$ cat src/rtl/instr_fetch_unit.sv
// MIPS fetch stage: owns the PC, fetches over imem req/ack, holds each word for decode.
// Optional feature macro MISALIGN_TRAP_EN: misaligned jr targets trap into a sticky ERROR state.
module instr_fetch_unit #(
  parameter logic [31:0] RESET_PC = 32'h0040_0000
) (
  input  logic        clk,
  input  logic        reset,
  output logic        imem_req,
  output logic [31:0] imem_addr,
  input  logic        imem_ack,
  input  logic [31:0] imem_rdata,
  input  logic        stall,
  input  logic        branch_taken,
  input  logic [31:0] imm_ext,
  input  logic        jump,
  input  logic [25:0] jump_index,
  input  logic        jr,
  input  logic [31:0] jr_target,
  output logic [31:0] instr,
  output logic        instr_valid,
  output logic [31:0] pc,
  output logic [31:0] pc_plus4,
  output logic        fetch_err,
  output logic [1:0]  o_dbg_state
);

  // Handshake: imem_req rises on entry to FETCH and stays high with imem_addr stable
  // until a single-cycle imem_ack; the word is captured on that edge and the request
  // drops. imem_ack in any other state is ignored. Decode consumes the held word on a
  // HOLD cycle with stall=0, which is also the only cycle redirect inputs are sampled.

`ifdef MISALIGN_TRAP_EN
  typedef enum logic [1:0] {
    S_IDLE  = 2'd0,
    S_FETCH = 2'd1,
    S_HOLD  = 2'd2,
    S_ERROR = 2'd3
  } state_t;
`else
  typedef enum logic [1:0] {
    S_IDLE  = 2'd0,
    S_FETCH = 2'd1,
    S_HOLD  = 2'd2
  } state_t;
`endif

  state_t      r_state;
  logic [31:0] r_pc;
  logic [31:0] r_instr;
  logic        r_valid;
  logic        r_req;

  logic [31:0] w_pc_plus4;
  logic [31:0] w_br_disp;
  logic [31:0] w_jr_dest;
  logic [31:0] w_next_pc;
  logic        w_retire;

  assign w_pc_plus4 = r_pc + 32'd4;
  assign w_br_disp  = imm_ext << 2;
  assign w_retire   = (r_state == S_HOLD) && !stall;

`ifdef MISALIGN_TRAP_EN
  logic r_fetch_err;
  logic w_jr_trap;
  assign w_jr_dest  = jr_target;
  assign w_jr_trap  = jr && (jr_target[1:0] != 2'b00);
  assign fetch_err  = r_fetch_err;
`else
  // Without the trap, word alignment is enforced by dropping the low target bits.
  assign w_jr_dest  = jr_target & 32'hFFFF_FFFC;
  assign fetch_err  = 1'b0;
`endif

  always_comb begin
    w_next_pc = w_pc_plus4;
    if (jr)
      w_next_pc = w_jr_dest;
    else if (jump)
      w_next_pc = {w_pc_plus4[31:28], jump_index, 2'b00};
    else if (branch_taken)
      w_next_pc = w_pc_plus4 + w_br_disp;
  end

  always_ff @(posedge clk or posedge reset) begin
    if (reset) begin
      r_state     <= S_IDLE;
      r_pc        <= RESET_PC;
      r_instr     <= 32'h0;
      r_valid     <= 1'b0;
      r_req       <= 1'b0;
`ifdef MISALIGN_TRAP_EN
      r_fetch_err <= 1'b0;
`endif
    end else begin
      case (r_state)
        S_IDLE: begin
          r_state <= S_FETCH;
          r_req   <= 1'b1;
        end
        S_FETCH: begin
          if (imem_ack) begin
            r_instr <= imem_rdata;
            r_valid <= 1'b1;
            r_req   <= 1'b0;
            r_state <= S_HOLD;
          end
        end
        S_HOLD: begin
          if (w_retire) begin
`ifdef MISALIGN_TRAP_EN
            if (w_jr_trap) begin
              r_pc        <= jr_target;
              r_fetch_err <= 1'b1;
              r_valid     <= 1'b0;
              r_req       <= 1'b0;
              r_state     <= S_ERROR;
            end else begin
              r_pc    <= w_next_pc;
              r_valid <= 1'b0;
              r_req   <= 1'b1;
              r_state <= S_FETCH;
            end
`else
            r_pc    <= w_next_pc;
            r_valid <= 1'b0;
            r_req   <= 1'b1;
            r_state <= S_FETCH;
`endif
          end
        end
`ifdef MISALIGN_TRAP_EN
        S_ERROR: begin
          r_req   <= 1'b0;
          r_valid <= 1'b0;
        end
`endif
        default: begin
          r_state <= S_IDLE;
          r_req   <= 1'b0;
          r_valid <= 1'b0;
        end
      endcase
    end
  end

  assign imem_req    = r_req;
  assign imem_addr   = r_pc;
  assign instr       = r_instr;
  assign instr_valid = r_valid;
  assign pc          = r_pc;
  assign pc_plus4    = w_pc_plus4;
  assign o_dbg_state = r_state;

endmodule
$ cat config.mk
export PLATFORM = sky130hd
export DESIGN_NAME = instr_fetch_unit
export DESIGN_NICKNAME = d
export VERILOG_FILES = /design/src/rtl/instr_fetch_unit.sv
export SDC_FILE = /design/constraint.sdc
export NUM_CORES = 1
export LEC_CHECK = 0
export BUFFER_PORTS_ARGS = -buffer_cell sky130_fd_sc_hd__buf_2
export CAP_MARGIN = 20
export CORE_MARGIN = 2
export CORE_UTILIZATION = 49
export CTS_BUF_LIST = sky130_fd_sc_hd__clkbuf_2 sky130_fd_sc_hd__clkbuf_4 sky130_fd_sc_hd__clkbuf_8
export DETAILED_ROUTE_END_ITERATION = 12
export PLACE_DENSITY = 0.95
export SYNTH_ARGS = -nofsm -noshare
export SYNTH_HDL_FRONTEND = slang
export SYNTH_SLANG_ARGS = --single-unit
$ cat constraint.sdc
create_clock -name clk -period 5 [get_ports clk]
set_input_delay 0.5 -clock clk [delete_from_list [all_inputs] [get_ports clk]]
set_output_delay 0.5 -clock clk [all_outputs]
set_load 0.05 [all_outputs]
==> results.ini <==
[clocking]
clkTransAtPathRegs_ns=0.09
cts_hold_buf=0
cts_resized=0
cts_setup_buffers=0
cts_root_buf=clkbuf_8
cts_buffer_depth=2
tritoncts=yes
clock_sinks=65
h-tree-depth=3
clock_latency_ns=0.37
cts_buffers=9

[die]
row_count=38
core_area_sq_mm=0.0110
die_x_microns=111
dieHeight_microns=111
dieArea_sq_mm=0.0123
initial_core_util_pct=50.8
ios=262

[detailed_routing]
via_count=5937
routed_wl_microns=18700
wl_per_cell_microns=18.4
drtIter0Drc=504
drcViolationCount=0
vias_per_cell=5.81
postRouteAntennaNets=0
firstDrtPassIters=5

[sta]
clock.fmax_mhz=226
setup_viol=0
fin_worst_skew_ns=0.0139
slew_viol_final=0
setup_ws_ns=0.573
maxSlewHeadroom_pct=29.1
worst_slew_pin_slew_ns=1.06
fin_crit_sh_pct=88.5
period_needed_ns=4.43
rsz0062_at_grt=false
finalHoldViolCount=0
holdWs_ns=0.362
tns_ns=0

[final_layout]
fin_cells=1021
mostFrequentLayoutCell=buf_2
final_layout_size_suffix_gt1_share_pct=35.8
area_delta_synth_final_pct=23.0
fill_cells=939
final_cell_mix=buf_2 (250), dfrtp_1 (64), nand2_1 (62), a21oi_1 (60), nor2_1 (59)
diodes=0
fin_area_sq_mm=0.00687
fin_util_pct=62.6
layout.nets=1042

[global_route]
grt_pass1_wl_microns=29800
grt_usage_pct=30.0
grt_overflow=0
grt_max_degree=66
grt_antenna_before_repair=0
grt_pass1_vias=5847

[power_and_ir_drop]
fin_total_pwr_mw=5.83
peakVddDrop_mv=0.570
p_per_area_mw_per_mm2=849
p_leak_nw=3.43

[critical_path]
start_kind=register
crit_cells=16
critical_path.max_stage_delay_ns=0.52
rrSetupSlack_ns=0.57
cp_num_buf_inv=1
cp_slowest_cell=nor2_1
end_kind=register
r2r_cells=16
r2r_end=imem_addr[31]$_DFFE_PP0P_
arrival_ns=4.70
crit_fanout=8
r2r-start=imem_addr[2]$_DFFE_PP0P_
path_delay_family=simple AND/OR/NAND/NOR gates
worstSetupPathType=reg2reg
worstSetupEndpoint=imem_addr[31]$_DFFE_PP0P_
crit_chain=ha_1 > inv_1 > nor2_1 > nand3_1 > nor2_1 > nand2_1 > xnor2_1 > ha_1 > and3_1 > and3_1 > a211oi_1 > a21oi_2 > o211ai_2 > nand3b_1 > and4_4 > o31ai_2
cp.required_ns=5.27
cp-startpoint=imem_addr[2]$_DFFE_PP0P_

[logic_synthesis]
ys_ff_latch=65
async_flop_share_pct=100
syn_inst=672
synth_edf_count=0
synth_area_sq_mm=0.00558
synth_top_area_cell=dfrtp_1
dominantRegCellSynth=dfrtp_1
syn_area_per_cell_sq_um=8.31
synth.top_cell.area_share_pct=28.7
synth_seq_area_share_pct=29.2
synthTopCellsByArea=dfrtp_1 (29%), ha_1 (8.1%), mux2_2 (6.5%)
yosysUniqueCellTypes=60
synth_warnings=0

[place]
gp_congestion=0.896
pre_cts_ws_ns=0.676
dp.cells=1005
port_buffers=250
dpl_cell_area_sq_mm=0.00667
place.detailed.hpwl_microns=14000

[hold_path]
min_path_type=in2reg

[job]
maxCapViolCount=0

[outcome]
status=completed

==> worst min path at each step <==
stage                                startpoint                    end  cells past startpoint
after floorplan                   imem_rdata[0]   instr[0]$_DFFE_PP0P_                      1
after global placement    instr[23]$_DFFE_PP0P_  instr[23]$_DFFE_PP0P_                      1
after detailed placement  instr[19]$_DFFE_PP0P_  instr[19]$_DFFE_PP0P_                      1
after CTS                        imem_rdata[28]  instr[28]$_DFFE_PP0P_                      2
after global routing             imem_rdata[28]  instr[28]$_DFFE_PP0P_                      2
final                            imem_rdata[20]  instr[20]$_DFFE_PP0P_                      2
==> layer usage <==
| layer | vias up | GRT usage (%) | wire length (microns) |
|---|---|---|---|
| li1 | 2774 | - | - |
| met1 | 2773 | 36.6 | 7410 |
| met2 | 340 | 52.7 | 9250 |
| met3 | 50 | 5.25 | 1560 |
| met4 | 0 | 11.4 | 532 |
| met5 | - | 0 | 0 |
==> synthesized netlist by cell type (all sizes together), types with 9 or more instances <==
library cell  instances
nor3                 11
o21ai                44
nand2                62
xnor2                30
a21oi                61
nand4                 9
buf                  42
nor2                 59
xor2                 15
ha                   36
dfrtp                64
clkbuf               25
and3                 17
nand3                28
a21o                 13
inv                  18
mux2                 32
==> report_power, final <==
part | total (mW) | leakage (nW) | switching (mW) | internal (mW)
sequential | 1.07 | 0.771 | 0.282 | 0.788
clock | 0.488 | 0.100 | 0.253 | 0.235
combinational | 4.27 | 2.56 | 3.08 | 1.20
==> layout make-up <==
| class | count | area (sq um) | area share [%] |
|---|---|---|---|
| clock buffers | 9 | 124 | 1.80 |
| clock inverters | 7 | 77.6 | 1.13 |
| inverters | 18 | 67.6 | 0.983 |
| multi-input cells | 528 | 3520 | 51.2 |
| flip-flops and latches | 65 | 1630 | 23.7 |
| well taps | 140 | 175 | 2.55 |
| repair buffers | 254 | 1280 | 18.6 |
==> flip-flops by register name (all words and copies together), names as in the netlist <==
name         flops
o_dbg_state      1
instr_valid      1
imem_req         1
imem_addr       30
instr           32
==> worst reg2reg max path: cells and delay by family (launching register included) <==
kind / cells / cell delay, ns
buffers and inverters: 1 / 0.05
and+or+nand+nor: 8 / 1.91
AOI/OAI and AO/OA: 4 / 0.97
DFF: 1 / 0.47
adders and majority gates: 2 / 0.62
xor gates and xnor gates: 1 / 0.30
==> kinds of logic (layout without fill, tap and decap cells) <==
group / Yosys count / count (layout) / share of synthesized area (%)
AOI/OAI and AO/OA: 183 / 183 / 20.8
xor gates and xnor gates: 45 / 45 / 7.06
adders and majority gates: 37 / 37 / 8.42
buffers and inverters: 85 / 288 / 8.27
DFF: 65 / 65 / 29.2
muxes: 40 / 40 / 7.89
other: 1 / 7 / 0.0672
and+or+nand+nor: 216 / 216 / 18.4
Note: power is estimated with default switching activity, not from simulation.
